--- src/rtl/axibram_read_if.sv ---
// AXI3 read channels (AR and R) between the GP master
// and the BRAM read slave.
interface axibram_read_if;
  logic [31:0] araddr;
  logic        arvalid;
  logic        arready;
  logic [11:0] arid;
  logic [3:0]  arlen;
  logic [1:0]  arsize;
  logic [1:0]  arburst;
  logic [31:0] rdata;
  logic        rvalid;
  logic        rready;
  logic [11:0] rid;
  logic        rlast;
  logic [1:0]  rresp;

  modport master (
    output araddr, arvalid, arid, arlen,
    output arsize, arburst, rready,
    input  arready, rdata, rvalid, rid,
    input  rlast, rresp
  );

  modport slave (
    input  araddr, arvalid, arid, arlen,
    input  arsize, arburst, rready,
    output arready, rdata, rvalid, rid,
    output rlast, rresp
  );
endinterface

--- src/rtl/axibram_read_slave.sv ---
// AXI3 read slave: queues AR bursts, issues BRAM word reads
// with a two-cycle read latency and returns beats on R.
module axibram_read_slave #(
  parameter int ADDRESS_BITS = 10
) (
  input  logic                    aclk,
  input  logic                    aresetn,
  axibram_read_if.slave           bus,
  output logic [ADDRESS_BITS-1:0] pre_araddr,
  output logic                    start_burst,
  input  logic                    dev_ready,
  output logic                    bram_rclk,
  output logic [ADDRESS_BITS-1:0] bram_raddr,
  output logic                    bram_ren,
  output logic                    bram_regen,
  input  logic [31:0]             bram_rdata
);
  localparam int AW = ADDRESS_BITS;
  localparam logic [AW-1:0] A_ONE = AW'(1);

  typedef enum logic {S_IDLE, S_BUSY} state_t;
  state_t state, state_n;

  logic [11:0]   q_id    [4];
  logic [1:0]    q_burst [4];
  logic [3:0]    q_len   [4];
  logic [AW-1:0] q_addr  [4];
  logic [1:0]    q_wp, q_rp;
  logic [2:0]    q_cnt;
  logic          q_push, q_nempty;

  logic          dev_ready_r;
  logic [AW-1:0] raddr, raddr_n;
  logic [3:0]    left, len;
  logic [1:0]    burst;
  logic [11:0]   id;
  logic          busy, credit, issue, last_issue;
  logic [3:0]    inflight;

  logic          ren_d1, ren_d2;
  logic          tag1_last, tag2_last;
  logic [11:0]   tag1_id, tag2_id;

  logic [31:0]   o_data [4];
  logic [11:0]   o_id   [4];
  logic          o_last [4];
  logic [1:0]    o_wp, o_rp;
  logic [2:0]    o_cnt;
  logic          o_pop, rvalid_w;
  logic          unused;

  assign unused = ^{bus.arsize, bus.araddr[31:AW+2],
                    bus.araddr[1:0]};

  assign bram_rclk   = aclk;
  assign bus.arready = aresetn && (q_cnt < 3'd2);
  assign q_push      = bus.arvalid && bus.arready;
  assign q_nempty    = q_cnt != 3'd0;
  assign pre_araddr  = q_nempty ? q_addr[q_rp] : '0;

  assign busy       = state == S_BUSY;
  assign inflight   = 4'(o_cnt) + 4'(ren_d1) + 4'(ren_d2);
  assign credit     = inflight < 4'd4;
  assign issue      = aresetn && busy && dev_ready_r && credit;
  assign last_issue = issue && (left == 4'd0);
  assign start_burst = aresetn && q_nempty && dev_ready_r &&
                       (!busy || last_issue);

  assign bram_ren   = issue;
  assign bram_raddr = aresetn ? raddr : '0;
  assign bram_regen = aresetn && ren_d1;

  assign rvalid_w   = aresetn && (o_cnt != 3'd0);
  assign o_pop      = rvalid_w && bus.rready;
  assign bus.rvalid = rvalid_w;
  assign bus.rdata  = rvalid_w ? o_data[o_rp] : '0;
  assign bus.rid    = rvalid_w ? o_id[o_rp] : '0;
  assign bus.rlast  = rvalid_w && o_last[o_rp];
  assign bus.rresp  = 2'b00;

  // Address queue storage, written on AR handshake.
  always_ff @(posedge aclk) begin
    if (q_push) begin
      q_id[q_wp]    <= bus.arid;
      q_burst[q_wp] <= bus.arburst;
      q_len[q_wp]   <= bus.arlen;
      q_addr[q_wp]  <= bus.araddr[AW+1:2];
    end
  end

  // Address queue pointers; a burst start pops the head.
  always_ff @(posedge aclk) begin
    if (!aresetn) begin
      q_wp  <= '0;
      q_rp  <= '0;
      q_cnt <= '0;
    end else begin
      if (q_push) q_wp <= q_wp + 2'd1;
      if (start_burst) q_rp <= q_rp + 2'd1;
      q_cnt <= q_cnt + 3'(q_push) - 3'(start_burst);
    end
  end

  // Registered device ready from the external decode mux.
  always_ff @(posedge aclk) begin
    if (!aresetn) dev_ready_r <= 1'b0;
    else          dev_ready_r <= dev_ready;
  end

  // Burst state register.
  always_ff @(posedge aclk) begin
    if (!aresetn) state <= S_IDLE;
    else          state <= state_n;
  end

  // Next state: a start wins over the final issue.
  always_comb begin
    state_n = state;
    if (start_burst)     state_n = S_BUSY;
    else if (last_issue) state_n = S_IDLE;
  end

  // Next word address for FIXED, INCR and WRAP bursts.
  always_comb begin
    raddr_n = raddr;
    unique case (1'b1)
      burst == 2'b01: raddr_n = raddr + A_ONE;
      burst == 2'b10: raddr_n = {raddr[AW-1:4],
        (raddr[3:0] & ~len) | ((raddr[3:0] + 4'd1) & len)};
      default:        raddr_n = raddr;
    endcase
  end

  // Burst registers: load from queue head or step per issue.
  always_ff @(posedge aclk) begin
    if (!aresetn) begin
      raddr <= '0;
      left  <= '0;
      len   <= '0;
      burst <= '0;
      id    <= '0;
    end else if (start_burst) begin
      raddr <= q_addr[q_rp];
      left  <= q_len[q_rp];
      len   <= q_len[q_rp];
      burst <= q_burst[q_rp];
      id    <= q_id[q_rp];
    end else if (issue) begin
      raddr <= raddr_n;
      left  <= left - 4'd1;
    end
  end

  // Tag pipeline tracking the BRAM read latency.
  always_ff @(posedge aclk) begin
    if (!aresetn) begin
      ren_d1    <= 1'b0;
      ren_d2    <= 1'b0;
      tag1_id   <= '0;
      tag2_id   <= '0;
      tag1_last <= 1'b0;
      tag2_last <= 1'b0;
    end else begin
      ren_d1    <= issue;
      ren_d2    <= ren_d1;
      tag1_id   <= id;
      tag1_last <= left == 4'd0;
      tag2_id   <= tag1_id;
      tag2_last <= tag1_last;
    end
  end

  // Output FIFO storage, filled when BRAM data is valid.
  always_ff @(posedge aclk) begin
    if (ren_d2) begin
      o_data[o_wp] <= bram_rdata;
      o_id[o_wp]   <= tag2_id;
      o_last[o_wp] <= tag2_last;
    end
  end

  // Output FIFO pointers; credit bounds occupancy to 4.
  always_ff @(posedge aclk) begin
    if (!aresetn) begin
      o_wp  <= '0;
      o_rp  <= '0;
      o_cnt <= '0;
    end else begin
      if (ren_d2) o_wp <= o_wp + 2'd1;
      if (o_pop)  o_rp <= o_rp + 2'd1;
      o_cnt <= o_cnt + 3'(ren_d2) - 3'(o_pop);
    end
  end
endmodule

--- src/flat_wrapper.sv ---
// flat-port wrapper written by rule: the top's interface ports become plain ports
module axibram_read_slave_flat 
#(
  parameter int ADDRESS_BITS = 10
)
  (aclk, aresetn, pre_araddr, start_burst, dev_ready, bram_rclk, bram_raddr, bram_ren, bram_regen, bram_rdata, bus_araddr, bus_arvalid, bus_arid, bus_arlen, bus_arsize, bus_arburst, bus_rready, bus_arready, bus_rdata, bus_rvalid, bus_rid, bus_rlast, bus_rresp);
  axibram_read_if bus_i ();
  input  logic aclk;
  input  logic aresetn;
  output logic [ADDRESS_BITS-1:0] pre_araddr;
  output logic start_burst;
  input  logic dev_ready;
  output logic bram_rclk;
  output logic [ADDRESS_BITS-1:0] bram_raddr;
  output logic bram_ren;
  output logic bram_regen;
  input  logic [31:0] bram_rdata;
  input wire logic [$bits(bus_i.araddr)-1:0] bus_araddr;
  input wire logic [$bits(bus_i.arvalid)-1:0] bus_arvalid;
  input wire logic [$bits(bus_i.arid)-1:0] bus_arid;
  input wire logic [$bits(bus_i.arlen)-1:0] bus_arlen;
  input wire logic [$bits(bus_i.arsize)-1:0] bus_arsize;
  input wire logic [$bits(bus_i.arburst)-1:0] bus_arburst;
  input wire logic [$bits(bus_i.rready)-1:0] bus_rready;
  output wire logic [$bits(bus_i.arready)-1:0] bus_arready;
  output wire logic [$bits(bus_i.rdata)-1:0] bus_rdata;
  output wire logic [$bits(bus_i.rvalid)-1:0] bus_rvalid;
  output wire logic [$bits(bus_i.rid)-1:0] bus_rid;
  output wire logic [$bits(bus_i.rlast)-1:0] bus_rlast;
  output wire logic [$bits(bus_i.rresp)-1:0] bus_rresp;
  assign bus_i.araddr = bus_araddr;
  assign bus_i.arvalid = bus_arvalid;
  assign bus_i.arid = bus_arid;
  assign bus_i.arlen = bus_arlen;
  assign bus_i.arsize = bus_arsize;
  assign bus_i.arburst = bus_arburst;
  assign bus_i.rready = bus_rready;
  assign bus_arready = bus_i.arready;
  assign bus_rdata = bus_i.rdata;
  assign bus_rvalid = bus_i.rvalid;
  assign bus_rid = bus_i.rid;
  assign bus_rlast = bus_i.rlast;
  assign bus_rresp = bus_i.rresp;
  axibram_read_slave #(.ADDRESS_BITS(ADDRESS_BITS)) u_core (.aclk(aclk), .aresetn(aresetn), .bus(bus_i), .pre_araddr(pre_araddr), .start_burst(start_burst), .dev_ready(dev_ready), .bram_rclk(bram_rclk), .bram_raddr(bram_raddr), .bram_ren(bram_ren), .bram_regen(bram_regen), .bram_rdata(bram_rdata));
endmodule
--- config.mk ---
export PLATFORM = sky130hd
export DESIGN_NAME = axibram_read_slave_flat
export DESIGN_NICKNAME = d
export VERILOG_FILES = /design/src/rtl/axibram_read_if.sv /design/src/rtl/axibram_read_slave.sv /design/src/flat_wrapper.sv
export SDC_FILE = /design/constraint.sdc
export NUM_CORES = 1
export LEC_CHECK = 0
export CORE_MARGIN = 3
export CORE_UTILIZATION = 33
export DETAILED_ROUTE_END_ITERATION = 12
export GPL_TIMING_DRIVEN = 0
export HOLD_SLACK_MARGIN = 0.12
export PLACE_DENSITY = 0.55
export SYNTH_ARGS = -nofsm -noshare
export SYNTH_HDL_FRONTEND = slang
export SYNTH_SLANG_ARGS = --single-unit
export TNS_END_PERCENT = 1
--- constraint.sdc ---
create_clock -name aclk -period 2.5 [get_ports aclk]
set_input_delay 0.625 -clock aclk [delete_from_list [all_inputs] [get_ports aclk]]
set_output_delay 0.625 -clock aclk [all_outputs]
set_load 0.02 [all_outputs]
; Word-level counts from Yosys, hierarchy flattened
; Memories as Yosys holds them, arrays and structs flattened. A register that Yosys moved wholly into a read port is not among the register bits.
; Index checks and enable logic that the tools add are counted.
[totals]
reg_bits = 62
ram_bits = 292
input_bits = 89
output_inout_bits = 73
mem_count = 7
[op_classes]
addsub = 13
magnitude_cmp = 2
n_eq_ne = 3
muxes = 25
bitwise = 4
n_reduce_logical = 26
[mem_list]
columns = memory, words, word_bits, rd, rd_ports_with_merged_regs, wr, line_no
row1 = u_core.o_data, 4, 32, 1, 1, 1, axibram_read_slave.sv:44  ; logic [31:0] o_data [4];
row2 = u_core.o_id, 4, 12, 1, 1, 1, axibram_read_slave.sv:45  ; logic [11:0] o_id [4];
row3 = u_core.q_id, 4, 12, 1, 1, 1, axibram_read_slave.sv:24  ; logic [11:0] q_id [4];
row4 = u_core.q_addr, 4, 10, 1, 1, 1, axibram_read_slave.sv:27  ; logic [AW-1:0] q_addr [4];
row5 = u_core.q_len, 4, 4, 1, 1, 1, axibram_read_slave.sv:26  ; logic [3:0] q_len [4];
row6 = u_core.q_burst, 4, 2, 1, 1, 1, axibram_read_slave.sv:25  ; logic [1:0] q_burst [4];
row7 = +1 memories, n/a, n/a, n/a, n/a, n/a, n/a
[op_table]
columns = cell, count
row1 = $mux 10, 4
row2 = $mux 32, 1
row3 = $mux 2, 10
row4 = $pmux 10 s2, 1
row5 = $logic_and 1x1->1, 13
row6 = $mux 12, 1
row7 = $add 10x1->10 const B, 1
row8 = $reduce_bool 3->1, 3
row9 = $add 2x1->2 const B, 4
row10 = $and 4x4->4, 2
row11 = $mux 4, 2
row12 = $add 3x1->3, 2
row13 = $mux 1, 6
row14 = $reduce_bool 2->1, 3
row15 = $sub 3x1->3, 2
row16 = $add 3x1->4, 1
row17 = $add 4x1->4, 1
row18 = $add 4x1->4 const B, 1
row19 = $logic_not 4->1, 1
row20 = $lt 4x3->1 const B, 1
row21 = $not 4->4, 1
row22 = $or 4x4->4, 1
row23 = $sub 4x1->4 const B, 1
row24 = $logic_not 1->1, 3
row25 = other kinds (7), 7

; Longest topological paths before layout
[logic_depth]
ltp_word = 9
depth_mapped = 13

==> summary.txt <==
Clock network
  – CTS tree: yes
  – Later-pin clock latency in the skew report: 660 ps
  – CTS clk-pin slew, worst paths: 60 ps

Timing
  – Slew margin rel.: 41.80%
  – Setup TNS Final: -14310 ps
  – Final hold slack: 432.3 ps
  – Setup ws final: -344.4 ps
  – Worst Tran Pin Value: 873.0 ps
  – Slew Viols, Final: 0
  – Final Hold Fails: 0
  – Final setup viols: 59
  – Clk_skew: 24.75 ps
  – Final min period: 2844 ps
  – RSZ-0062 raised after global routing: true
  – Fin crit share: 113.8%
  – F_max: 351.6 MHz

Yosys
  – Largest family of logic cells by synthesized area: multiplexers
  – Most frequent cells after synthesis: edfxtp_1, and2_1, dfxtp_1, mux4_2
  – Post-synth top area cell: edfxtp_1
  – Post-synth EDFFs: 292
  – Post-synthesis compound-gate area fraction: 3.092%
  – Mapped Area: 0.01433 mm2
  – Synth Area in Simple Gates: 7.441%
  – Synth warn: 0
  – Post-Syn Instances: 816
  – Seq cells post-synth: 372
  – Register area share after synthesis: 72.38%
  – Synth top area share: 61.21%
  – FFs w/ async S/R, synth: 0%
  – Mux contribution to synthesized area: 12.18%
  – Synth Area in XOR/XNOR: 0.7336%
  – Syn avg cell area: 17.56 um2
  – Unique cell type count in the Yosys netlist: 48
  – Top post-synthesis cells by area: edfxtp_1, mux4_2, dfxtp_1
  – Adder-Cell Fraction of Synth Area: 1.939%
  – Synth Flop Type: edfxtp_1
  – Top-count cell post-synth: edfxtp_1

Floorplanning
  – Die Ht: 214.4 um
  – Initial core utilization: 33.78%
  – Total core area: 0.04242 mm2
  – Ports: 162
  – Row count: 75
  – Die width: 214.4 um
  – DIE AREA: 0.04595 mm2

Layout
  – # diodes: 0
  – Fillers: 3840
  – Share of layout cells above drive strength 1: 29.62%
  – Cell Count, Final, Fillers Out: 1627
  – Fin util: 43.25%
  – Synthesis-to-finish area growth: 28.04%
  – Area taken by multi-input logic gates: 0.003786 mm2
  – Final nets: 1128
  – Post-route cell area: 0.01834 mm2
  – Flip-flop and latch area: 0.01038 mm2

Setup path
  – Reg2reg setup slack: -130 ps
  – Crit path max fanout: 4
  – Worst Path Class, Setup: register to output pin
  – RR Endpoint: u_core.q_cnt[2]
  – Startpoint types: register
  – R2r worst-path depth: 14
  – R2R Path Start: u_core.o_cnt[0]
  – Worst EP required: 1880 ps
  – CP arrival: 2220 ps
  – Setup crit end kind: output pin

Hold path
  – Min-Delay Path Class: register to register
  – Hold Startpoint: u_core.tag1_id[0]
  – Hold endpoint: u_core.tag2_id[0]
  – Hold path depth: 1

GRT
  – Total GRT Usage: 13.36%
  – Vias in the first global route: 7933
  – Largest net degree at the start of global routing: 32
  – Remaining Overflow, GRT: 0
  – Initial antenna violation count: 1
  – Grt peak-use layer: met2
  – First-pass GRT wire length: 47930 um
  – Met3 Usage GRT: 2.749%
  – Grt met2 use: 21.77%
  – Global Route met1 Usage: 18.04%

Placed design
  – IO Port Bufs: 134
  – RD Place Congestion: 0.7585
  – Pre-CTS setup slack: -1031 ps
  – Placed Cells: 1532
  – DP HPWL: 19650 um
  – Placed cell areas: 0.01656 mm2

Power and ir drop
  – Peak supply drop: 0.6523 mV
  – P per Cell Area: 846.3 mW/mm2
  – Pleak: 6.325 nW
  – Total Power: 15.52 mW

Detailed routing
  – Detailed Route WL: 30170 um
  – 1st-iter DRT viols: 363
  – Residual DRC: 0
  – DRT Pass-1 Iters: 4
  – Vias per std cell: 4.602
  – Vias: 7488
  – Antenna-violating nets left: 0
  – WL/cell: 18.54 um

Job
  – Max Cap Viol: 0

Status
  – Outcome: complete, but fails checks
  – Failing checks: negative setup slack
## worst max path at each step
stage	from	end	slack [ps]	cells past startpoint
4_1_cts	register	bus_rid[7]	-420	5
3_3_place_gp	aresetn	bus_rdata[13]	-1100	6
5_1_grt	u_core.o_cnt[0]	start_burst	-440	7
3_5_place_dp	aresetn	bus_rdata[13]	-1030	6
2_1_floorplan	u_core.ren_d2	u_core.q_cnt[1]	-10	12
6_report	u_core.o_cnt[0]	start_burst	-340	7
## per-layer routing
metal	vias up	share of wire, %
met4	0	2.1
met5	-	0
met2	166	49
met3	46	4.4
met1	3743	45
li1	3533	-
## cell usage in the layout, fill, tap and decap left out, types with 11 or more instances in the layout
cell / count
buf_6: 24
clkdlybuf4s50_1: 64
nor3_1: 12
a21oi_1: 25
nand2_1: 11
mux4_2: 73
inv_1: 21
nor2_1: 17
clkbuf_16: 46
ha_1: 16
nand3_1: 28
dfxtp_1: 73
buf_2: 39
buf_4: 23
o21ai_0: 14
buf_12: 11
and2_1: 70
edfxtp_1: 292
and2_4: 23
clkbuf_1: 23
## critical path, stage by stage (launching register included)
cell and delay (ps):
dfxtp_2 340, ha_4 240, a21o_4 230, a32oi_4 250, a31o_4 210, nand2_4 80, inv_8 80, buf_6 110
## what timing repair did
item                                    CTS  global route
pin swaps                                 9            11
setup buffers                            13             2
hold buffers                              0             0
endpoints found under the setup margin   72            61
gates cloned                              4             0
gates resized for setup                 369            31
## kinds of logic after synthesis
family | count (synthesis)
flops | 372
mux | 83
buf+inv | 74
xor+xnor | 12
fa+ha+maj | 21
simple gates | 187
compound gates | 66
other cells | 1
## area by class of cell
cell class / instances / area share (%)
Buffer: 48 / 2.224
Clock buffer: 57 / 6.514
Clock inverter: 21 / 1.166
Inverter: 25 / 0.5593
Multi-Input combinational cell: 371 / 20.64
Sequential cell: 372 / 56.61
Tap cell: 577 / 3.936
Timing Repair Buffer: 156 / 8.356
## state kept, by name (all words and copies together), names as in the netlist, 2 cells and up, named ones only
| register | count |
|---|---|
| u_core.q_len | 16 |
| u_core.len | 4 |
| u_core.tag2_id | 12 |
| u_core.q_rp | 2 |
| u_core.o_wp | 2 |
| u_core.q_wp | 2 |
| u_core.o_rp | 2 |
| u_core.q_addr | 40 |
| u_core.raddr | 7 |
| u_core.q_id | 48 |
| u_core.o_last | 4 |
| u_core.o_id | 48 |
| u_core.q_burst | 8 |
| u_core.burst | 2 |
| u_core.o_data | 128 |
| u_core.id | 12 |
| u_core.o_cnt | 3 |
| u_core.q_cnt | 3 |
| u_core.left | 4 |
| u_core.tag1_id | 12 |
## power breakdown
part	switching [mW]	internal, mW	leakage, nW
logic	1.18	1.14	2.26
registers	0.111	6.90	3.37
clock network	2.40	3.80	0.692
No activity file was read; power rests on OpenSTA's default activity.
